**config.mk**
```make
export PLATFORM = sky130hd
export DESIGN_NAME = instr_sequencer
export DESIGN_NICKNAME = d
export VERILOG_FILES = /design/src/rtl/instr_sequencer_pkg.sv /design/src/rtl/instr_sequencer_prog_mem.sv /design/src/rtl/instr_sequencer.sv
export SDC_FILE = /design/constraint.sdc
export NUM_CORES = 1
export LEC_CHECK = 0
export BUFFER_PORTS_ARGS = -buffer_cell sky130_fd_sc_hd__buf_2
export CAP_MARGIN = 20
export CORE_UTILIZATION = 50
export DETAILED_ROUTE_END_ITERATION = 12
export GPL_TIMING_DRIVEN = 0
export PLACE_DENSITY = 0.75
export SYNTH_ARGS = -nofsm -noshare
export SYNTH_HDL_FRONTEND = slang
export SYNTH_SLANG_ARGS = --single-unit
```
**constraint.sdc**
```tcl
create_clock -name clk -period 2.35 [get_ports clk]
set_input_delay 0.1175 -clock clk [delete_from_list [all_inputs] [get_ports clk]]
set_output_delay 0.1175 -clock clk [all_outputs]
set_load 0.01 [all_outputs]
```
**src/rtl/instr_sequencer_pkg.sv**
```systemverilog
// Shared types and constants for the instruction sequencer and its program memory.
// Instruction layout: {opcode[7:4], dst[3:2], src[1:0]}.
package instr_sequencer_pkg;

   localparam int DEPTH_DEF   = 16;
   localparam int INSTR_W_DEF = 8;

   localparam int OP_MSB = 7;
   localparam int OP_LSB = 4;
   localparam int DST_MSB = 3;
   localparam int DST_LSB = 2;
   localparam int SRC_MSB = 1;
   localparam int SRC_LSB = 0;

   localparam logic [3:0] HALT_OP = 4'b1111;

   typedef enum logic [2:0] {
      S_IDLE,
      S_LOAD,
      S_FETCH,
      S_ISSUE,
      S_HALT
   } seq_state_e;

endpackage

```
**src/rtl/instr_sequencer_prog_mem.sv**
```systemverilog
// Program store: DEPTH x INSTR_W, one write port, registered read (data one cycle after rd_en).
// No reset; contents survive sequencer reset. No backpressure.
module prog_mem
   import instr_sequencer_pkg::*;
#(
   parameter int DEPTH   = DEPTH_DEF,
   parameter int INSTR_W = INSTR_W_DEF
) (
   input  logic                       clk,
   input  logic                       wr_en,
   input  logic [$clog2(DEPTH)-1:0]   wr_addr,
   input  logic [INSTR_W-1:0]         wr_data,
   input  logic                       rd_en,
   input  logic [$clog2(DEPTH)-1:0]   rd_addr,
   output logic [INSTR_W-1:0]         rd_data
);

   logic [INSTR_W-1:0] mem [DEPTH];
   logic [INSTR_W-1:0] rd_data_d;
   logic [INSTR_W-1:0] rd_data_q;

   always_comb begin
      rd_data_d = rd_data_q;
      if (rd_en) begin
         rd_data_d = mem[rd_addr];
      end
   end

   always_ff @(posedge clk) begin
      if (wr_en) begin
         mem[wr_addr] <= wr_data;
      end
      rd_data_q <= rd_data_d;
   end

   assign rd_data = rd_data_q;

endmodule

```
**src/rtl/instr_sequencer.sv**
```systemverilog
// Loads a program into prog_mem, then issues it one instruction per valid/ready transfer.
// Fetch+issue takes 2 cycles per instruction; instr holds stable while instr_ready is low.
module instr_sequencer
   import instr_sequencer_pkg::*;
#(
   parameter int DEPTH   = DEPTH_DEF,
   parameter int INSTR_W = INSTR_W_DEF
) (
   input  logic                       clk,
   input  logic                       rst,
   input  logic                       load_en,
   input  logic                       load_strobe,
   input  logic [INSTR_W-1:0]         load_data,
   input  logic                       run,
   input  logic                       step,
   output logic [INSTR_W-1:0]         instr,
   output logic                       instr_valid,
   input  logic                       instr_ready,
   output logic [$clog2(DEPTH)-1:0]   pc,
   output logic [$clog2(DEPTH):0]     prog_len,
   output logic                       halted
);

   localparam int AW = $clog2(DEPTH);
   localparam logic [AW:0] LEN_FULL = (AW+1)'(DEPTH);
   localparam logic [AW:0] LEN_ONE  = (AW+1)'(1);

   seq_state_e           state_d, state_q;
   logic [AW-1:0]        pc_d, pc_q;
   logic [AW:0]          len_d, len_q;
   logic [AW:0]          pc_inc;
   logic                 wr_en;
   logic                 rd_en;
   logic                 last;
   logic [INSTR_W-1:0]   rd_data;

   prog_mem #(
      .DEPTH   (DEPTH),
      .INSTR_W (INSTR_W)
   ) u_mem (
      .clk     (clk),
      .wr_en   (wr_en),
      .wr_addr (len_q[AW-1:0]),
      .wr_data (load_data),
      .rd_en   (rd_en),
      .rd_addr (pc_q),
      .rd_data (rd_data)
   );

   always_comb begin
      state_d = state_q;
      pc_d    = pc_q;
      len_d   = len_q;
      wr_en   = 1'b0;
      rd_en   = 1'b0;
      pc_inc  = {1'b0, pc_q} + LEN_ONE;
      // HALT_OP ends the program even when more instructions are loaded behind it
      last    = (rd_data[OP_MSB:OP_LSB] == HALT_OP) || (pc_inc == len_q);

      unique case (state_q)
         S_IDLE, S_HALT: begin
            if (load_en) begin
               state_d = S_LOAD;
               len_d   = '0;
               pc_d    = '0;
            end else if (state_q == S_IDLE && (run || step)) begin
               state_d = (len_q == '0) ? S_HALT : S_FETCH;
            end
         end
         S_LOAD: begin
            if (!load_en) begin
               state_d = S_IDLE;
            end
            if (load_strobe && len_q != LEN_FULL) begin
               wr_en = 1'b1;
               len_d = len_q + LEN_ONE;
            end
         end
         S_FETCH: begin
            rd_en   = 1'b1;
            state_d = S_ISSUE;
         end
         S_ISSUE: begin
            if (instr_ready) begin
               pc_d = pc_inc[AW-1:0];
               if (last) begin
                  state_d = S_HALT;
               end else if (run) begin
                  state_d = S_FETCH;
               end else begin
                  state_d = S_IDLE;
               end
            end
         end
         default: state_d = S_IDLE;
      endcase
   end

   always_ff @(posedge clk or posedge rst) begin
      if (rst) begin
         state_q <= S_IDLE;
         pc_q    <= '0;
         len_q   <= '0;
      end else begin
         state_q <= state_d;
         pc_q    <= pc_d;
         len_q   <= len_d;
      end
   end

   assign instr_valid = (state_q == S_ISSUE);
   assign instr       = instr_valid ? rd_data : '0;
   assign halted      = (state_q == S_HALT);
   assign pc          = pc_q;
   assign prog_len    = len_q;

endmodule
```
# Yosys cells after proc, flatten, opt, wreduce, memory -nomap -nowiden
# Memories as Yosys holds them, arrays and structs flattened. A register that Yosys moved wholly into a read port is not among the register bits.
# Cells that the tools add are included.
# W data, S select, Z words.
# totals
ff_bits,12
mem_bits_rw,128
inputBits,15
output_inout_bits,19
elab_cells,50
memories,1
# op_classes
addsub,2
n_eq_ne,12
muxes,20
n_reduce_logical,12
# memory_table
name,words,width,read_ports,rd_clocked_by_memory_dff,write_ports,line_no,rtl
u_mem.mem,16,8,1,1,1,instr_sequencer_prog_mem.sv:18,logic [INSTR_W-1:0] mem [DEPTH];
# op_table
op,count
$mux W3,6
$pmux W3 S4,1
$mux W5,2
$pmux W5 S2,1
$reduce_and A3 Y1,3
$mux W4,2
$mux W8,1
$pmux W4 S2,1
$eq A3 B2 Y1 const B,2
$ne A2 B2 Y1 const B,3
$add A4 B1 Y5 const B,1
$add A5 B1 Y5 const B,1
$eq A5 B5 Y1,1
$logic_not A5 Y1,1
$mux W1,5
$ne A5 B5 Y1 const B,1
$eq A4 B4 Y1 const B,1
$reduce_bool A2 Y1,2
$eq A3 B1 Y1 const B,1
$eq A3 B3 Y1 const B,1
$logic_not A3 Y1,1
$ne A3 B3 Y1 const B,1
$logic_and A1 B1 Y1,2
$logic_or A1 B1 Y1,2
other kinds (3),3

# Depth between registers and ports, before layout
# Gate-level depths: netlist (run 1).
# depth
word_depth,6
depth_mapped,7
ltp_nobuf,6

# Hierarchy
# From an unflattened synthesis (run 1), not the netlist that was laid out.
# unflattened
cells_unflattened,331
area_unflattened_um2,6140.9
# by_module_without_submodules
module,n_inst,cells_per_inst,area_each_um2
prog_mem,1,229,5227.5
instr_sequencer,1,102,913.4

# Least setup slack after synthesis (run 1)
# OpenSTA, ideal clock, no wires.
# synth_timing
path_type,flip-flop to flip-flop
start,reg len_q[0] (netlist: prog_len[0])
end,mem u_mem.mem[1][0] (netlist name) (enable)
setup_ps,383
t_arrival_ps,1836
setup_slack_ps,131
stages_incl_launch_ff,6
path_buffers,0
cell_sequence,dfrtp_1 > inv_1 > ha_1 > a31oi_2 > nand2_1 > nor3_1
# synth_via
elab_chain_len,6
# synth_rtl
item,line_no,rtl
from (decl),instr_sequencer.sv:30,"logic [AW:0] len_d, len_q;"
from (signal assigned),instr_sequencer.sv:107,len_q <= len_d;
$ne A5 B5 Y1,instr_sequencer.sv:74,if (load_strobe && len_q != LEN_FULL) begin
$logic_and A1 B1 Y1,instr_sequencer.sv:74,
$mux W1,instr_sequencer.sv:74,
$mux W1,instr_sequencer.sv:60,unique case (state_q)
$mux W1,instr_sequencer_prog_mem.sv:30,if (wr_en) begin
$mux W1 (implied by the code),instr_sequencer_prog_mem.sv:31,mem[wr_addr] <= wr_data;
to (decl),instr_sequencer_prog_mem.sv:18,
# Parallel ways exist; a longest one is shown, timed or not.

# Worst setup path after layout (run 1)
# layout_timing
start,reg len_q[0] (netlist: prog_len[0])
end,mem u_mem.mem[14][1] (netlist name) (enable)
# Same word-level chain as after synthesis.

==> results of run 1 <==
[path summary, 6_finish.rpt]
kind,end,cells after the start
worst max-delay path,u_mem.mem[14][1],5
worst min-delay path,pc[1],3
worst max register to register,u_mem.mem[14][1],5
worst min register to register,state_q[0],2
max in group asynchronous,pc[0],3
min in group asynchronous,prog_len[3],3
[flip-flops by register name (all words and copies together), names as in the netlist]
| name | cells |
|---|---|
| prog_len | 5 |
| state_q | 3 |
| u_mem.mem | 128 |
| u_mem.rd_data | 8 |
| pc | 4 |
[placed cells by master (no fill, tap or decap), types with 4 or more instances in the layout]
| cell | n |
|---|---|
| inv_1 | 6 |
| and2_1 | 10 |
| inv_6 | 4 |
| mux4_2 | 17 |
| buf_4 | 5 |
| o21ai_0 | 5 |
| mux4_1 | 15 |
| edfxtp_1 | 136 |
| nor2b_1 | 8 |
| a21oi_1 | 10 |
| dfrtp_1 | 12 |
| nor2_2 | 11 |
| clkinv_4 | 4 |
| mux2i_1 | 9 |
| nor2_1 | 8 |
| nand3_1 | 6 |
| clkbuf_16 | 17 |
| buf_6 | 4 |
| a211oi_1 | 8 |
| xnor2_1 | 6 |
| buf_2 | 42 |
| ha_1 | 5 |
| nand2_1 | 10 |
[tightest hold or removal path, delay by kind of cell]
family	cells	cell delay, ps
simple gates	2	140
buf+inv	1	150
[final cells by class]
class                   count  share of cell area (%)
flip-flops and latches    148                    60.3
plain buffers              19                    1.91
well taps                 168                    2.89
clock inverters            15                    1.70
clock buffers              17                    5.85
inverters                   6                   0.310
multi-input cells         164                    23.7
repair buffers             41                    3.35
[per-stage QoR]
step                instances  hold WS (ps)  power, mW  setup WS [ps]  TNS (ps)
global route              578          31.1       7.52          -47.8     -1020
global placement          538           150       4.66           -556    -20400
floorplan                 337         -17.8       4.27            131         0
finish                    578          18.8       7.25           26.2         0
CTS                       576          5.26       7.22           -227     -4720
detailed placement        542           167       4.74           -229    -13190
[per-layer routing]
layer	share of wire [%]	wire [µm]	vias up
li1	-	-	1476
met1	42	5460	1734
met2	50	6560	138
met3	5.3	690	30
met4	2.4	309	0
met5	0	0	-
[kinds of logic (layout without fill, tap and decap cells)]
| group | after synthesis | after routing | synth area share (%) |
|---|---|---|---|
| DFF | 148 | 148 | 70.7 |
| and+or+nand+nor | 74 | 74 | 6.48 |
| muxes | 42 | 42 | 14.2 |
| AOI/OAI and AO/OA | 34 | 34 | 3.79 |
| buffers and inverters | 25 | 98 | 2.58 |
| xor gates and xnor gates | 9 | 9 | 1.27 |
| adders and majority gates | 5 | 5 | 1.01 |
[power by group]
part / internal [mW] / total (mW) / leakage (nW) / switching (mW)
clock: 1.37 / 2.50 / 0.262 / 1.12
sequential: 3.05 / 3.15 / 1.39 / 0.0954
combinational: 0.747 / 1.60 / 0.838 / 0.854
total: 5.17 / 7.25 / 2.49 / 2.07
[repair_timing]
item | 4_1_cts | 5_1_grt
endpoints found under the hold margin | 13 | 0
buffers inserted | 0 | 1
gates resized for setup | 10 | 7
hold buffers | 2 | 0
pin swaps | 0 | 0
setup endpoints to repair | 100 | 113
==> impl_metrics.tcl, run 1 <==
set metrics [dict create \
    fin_crit_sh_pct 98.9 \
    utilization_pct 60.3 \
    htreeDepth 4 \
    slowest_stage "dfrtp_1" \
    ant_nets 0 \
    max-cap-violations 0 \
    ir_drop_mv 0.761 \
    endpoint_kind "register" \
    crit_buf_inv 1 \
    drc 0 \
    syn_area_um2 6200 \
    clkSinkCount 148 \
    grt_pass1_wl_um 19800 \
    start_kind "register" \
    min-delay-start "instr_ready" \
    drt_iter0_markers 373 \
    post_synth.cell_area_avg_um2 18.4 \
    grt_pass1_vias 3404 \
    start_util_pct 51.4 \
    tritoncts "built" \
    first_pass_iters 4 \
    synth_edf_count 136 \
    r2r_setup_slack_ps 30 \
    critPathMaxFanout 8 \
    rsz0062_at_grt "true" \
    min_period_ps 2320 \
    max_slew_margin_pct 49.1 \
    yosysTopAreaCell "edfxtp_1" \
    n_antenna_cell 0 \
    synth_warnings 0 \
    fill_cells 878 \
    path_class "reg -> reg" \
    hold_class "in -> reg" \
    port_buffers 33 \
    synth.most_common_cell "edfxtp_1" \
    cp_top_family "simple AND/OR/NAND/NOR gates" \
    cp.arrival_ps 2380 \
    area_growth_pct 17.3 \
    clk_path_buf_depth 2 \
    busiest_layer "met2" \
    grt_overflow 0 \
    rows 40 \
    p_leak_nw 2.49 \
    grt_max_degree 17 \
    netlist_instances 337 \
    clockRootBuffer "clkbuf_16" \
    cts_inserted_buffers 17 \
    synthTopCellsByCount "136 x edfxtp_1, 18 x nor2_1, 17 x mux4_2, 15 x mux4_1, 12 x dfrtp_1" \
    pin_count 34 \
    cp_cell_sequence "inv_1 > ha_1 > a31oi_4 > nand2_1 > nor2_2" \
    via_per_inst 5.84 \
    r2r-start "prog_len[0]" \
    yosysUniqueCellTypes 46 \
    hold_viol 0 \
    startpoint "prog_len[0]" \
    power_density_nw_per_um2 996 \
    fin_skew_ps 8.36 \
    required_ps 2400 \
    placed_area_um2 6610 \
    maxSlewViolCount 0 \
    synth_seq_cells 148 \
    synth_area_leaders "edfxtp_1 66%, mux4_1 6.4%, mux4_2 6.2%" \
    synthArstFlopShare_pct 8.11 \
    clkTransAtPathRegs_ps 60 \
    final_net_count 417 \
    wl_per_cell_um 22.5 \
    fmax_mhz 430 \
    outcome "completed" \
    ff_latch_area_um2 4380 \
    dieArea_um2 12900 \
    grt.met3_usage_pct 5.62 \
    met2_usage_pct 36.7 \
    worstMarginPinSlew_ps 764 \
    synth_fp_nets 357 \
    multiInputGateArea_um2 1720 \
    antenna_found_initial 0 \
    die_x_um 113 \
    wirelength_um 13000 \
    final-setup-viol-count 0 \
    clock_insertion_delay_worst_skew_ps 420 \
    die_height_um 113 \
    place.gp.congestion 0.806 \
    final_cell_area_um2 7270 \
    layout-drive-gt1-share_pct 30.0 \
    synthFlopType "edfxtp_1" \
    met1_usage_pct 28.5 \
    cp_slowest_stage_delay_ps 530 \
    num_vias 3378 \
    grt_use_total_pct 22.1 \
    synth_top_area_share_pct 65.9 \
    coreArea_um2 12100 \
    hpwl_um 8260 \
    synth-seq-area-share_pct 70.7 \
]
Note: power is estimated with default switching activity, not from simulation.
==> run 2, diff against run 1 <==
- CELL_PAD_IN_SITES_DETAIL_PLACEMENT: default -> 0
- CELL_PAD_IN_SITES_GLOBAL_PLACEMENT: default -> 2
- CORE_UTILIZATION: 50 -> 46
- PLACE_DENSITY: 0.75 -> 0.86
==> impl_metrics.tcl, run 2 (synthesis results as in run 1) <==
set metrics [dict create \
    outcome "completed" \
    die_height_um 118 \
    hold_viol 0 \
    power_density_nw_per_um2 994 \
    ir_drop_mv 0.611 \
    cp.arrival_ps 2370 \
    layout-drive-gt1-share_pct 29.4 \
    pin_count 34 \
    final_common_cell "edfxtp_1" \
    start_kind "register" \
    cts_inserted_buffers 17 \
    fmax_mhz 430 \
    post-place-ws_ps -250 \
    min_period_ps 2320 \
    drc 0 \
    critPathMaxFanout 9 \
    drt_iter0_markers 248 \
    die_x_um 118 \
    clk_path_buf_depth 2 \
    grt_use_total_pct 19.6 \
    coreArea_um2 13200 \
    via_per_inst 5.49 \
    clockRootBuffer "clkbuf_16" \
    maxSlewViolCount 0 \
    fin_total_pwr_mw 7.33 \
    worstMarginPinSlew_ps 906 \
    antenna_found_initial 0 \
    endpoint_kind "register" \
    timing.final.ws_setup_ps 25.0 \
    wl_per_cell_um 21.6 \
    multiInputGateArea_um2 1770 \
    fin_crit_sh_pct 98.9 \
    max_slew_margin_pct 39.4 \
    start_util_pct 47.0 \
    grt_pass1_vias 3242 \
    grt_pass1_wl_um 19300 \
    htreeDepth 4 \
    clock_insertion_delay_worst_skew_ps 420 \
    clkTransAtPathRegs_ps 60 \
    area_growth_pct 18.9 \
    path_class "reg -> reg" \
    p_sw_mw 1.97 \
    required_ps 2400 \
    combinationalPowerShare_pct 21.5 \
    clkSinkCount 148 \
    hpwl_um 8250 \
    hold_class "in -> reg" \
    p_clk_share_pct 35.6 \
    final_cell_mix "136 x edfxtp_1, 41 x buf_2, 17 x mux4_2, 17 x clkbuf_16, 15 x mux4_1" \
    grt_overflow 0 \
    p_sw_share_pct 26.8 \
    final_net_count 418 \
    ant_nets 0 \
    place.gp.congestion 0.746 \
    final-setup-viol-count 0 \
    p_leak_nw 2.51 \
    dieArea_um2 13900 \
    rows 42 \
    rsz0062_at_grt "true" \
    port_buffers 33 \
    ff_latch_area_um2 4380 \
    n_antenna_cell 0 \
    intPower_mw 5.36 \
    grt_max_degree 17 \
    tritoncts "built" \
    num_vias 3220 \
    p_seq_share_pct 42.9 \
    fill_cells 996 \
    regMostFlops "u_mem.mem" \
    max-cap-violations 0 \
    wirelength_um 12700 \
    fin_skew_ps 8.34 \
    first_pass_iters 4 \
    largest_reg_flops 128 \
]
[run 2: per-stage QoR]
| stage | instances | util [%] | hold WS (ps) | cell area (µm²) | TNS, ps |
|---|---|---|---|---|---|
| after floorplan | 337 | - | -17.8 | 6200 | 0 |
| after global placement | 546 | 49.9 | 153 | 6590 | -30710 |
| after detailed placement | 548 | 50.2 | 163 | 6620 | -19800 |
| after CTS | 583 | 55.1 | 10.6 | 7270 | -8750 |
| after global routing | 587 | 55.9 | 29.0 | 7370 | -2500 |
| final | 587 | 55.9 | 30.1 | 7370 | 0 |
[run 2: per-layer routing]
metal	vias to the layer above	GRT usage [%]	wire length [µm]
met4	0	7.53	143
met1	1647	25.2	5480
met3	11	5.18	523
met5	-	0	0
met2	84	32.1	6530
li1	1478	-	-
[run 2: critical path: stages (launching register included)]
cell,delay (ps)
dfrtp_1,470
nand4bb_1,390
a31oi_4,340
nand3_1,190
nor2_2,550
[run 2: power groups by stage]
stage                     combinational [mW]  sequential (mW)  clock [mW]
after detailed placement                1.52             3.20           0
after CTS                               1.55             3.15        2.65
after floorplan                         1.08             3.18           0
after global routing                    1.70             3.16        2.77
after global placement                  1.49             3.20           0
final                                   1.57             3.14        2.61
[run 2: path summary, 6_finish.rpt]
kind	start	end	slack (ps)	depth (start not counted)
setup / recovery	state_q[2]	u_mem.mem[4][2]	30	4
hold / removal	instr_ready	pc[1]	30	3
setup reg to reg	state_q[2]	u_mem.mem[4][2]	30	4
hold reg to reg	state_q[0]	state_q[0]	630	2
max in group asynchronous	rst	pc[2]	1760	3
min in group asynchronous	rst	pc[3]	260	3
[run 2: repair_timing]
action	in CTS	in global routing
resized for setup	12	11
hold buffers	2	0
setup buffers	1	4
cloned	0	0
pin swaps	1	3
endpoints found under the setup margin	112	112
hold endpoints to repair	13	0
[run 2: area by class of cell]
type                       count  area share, %
buffer                        19           1.88
clock buffer                  21           5.97
clock inverter                11           1.75
inverter                       6          0.305
multi-input combinational    164           23.9
sequential                   148           59.5
tap                          176           2.99
timing repair buffer          42           3.70
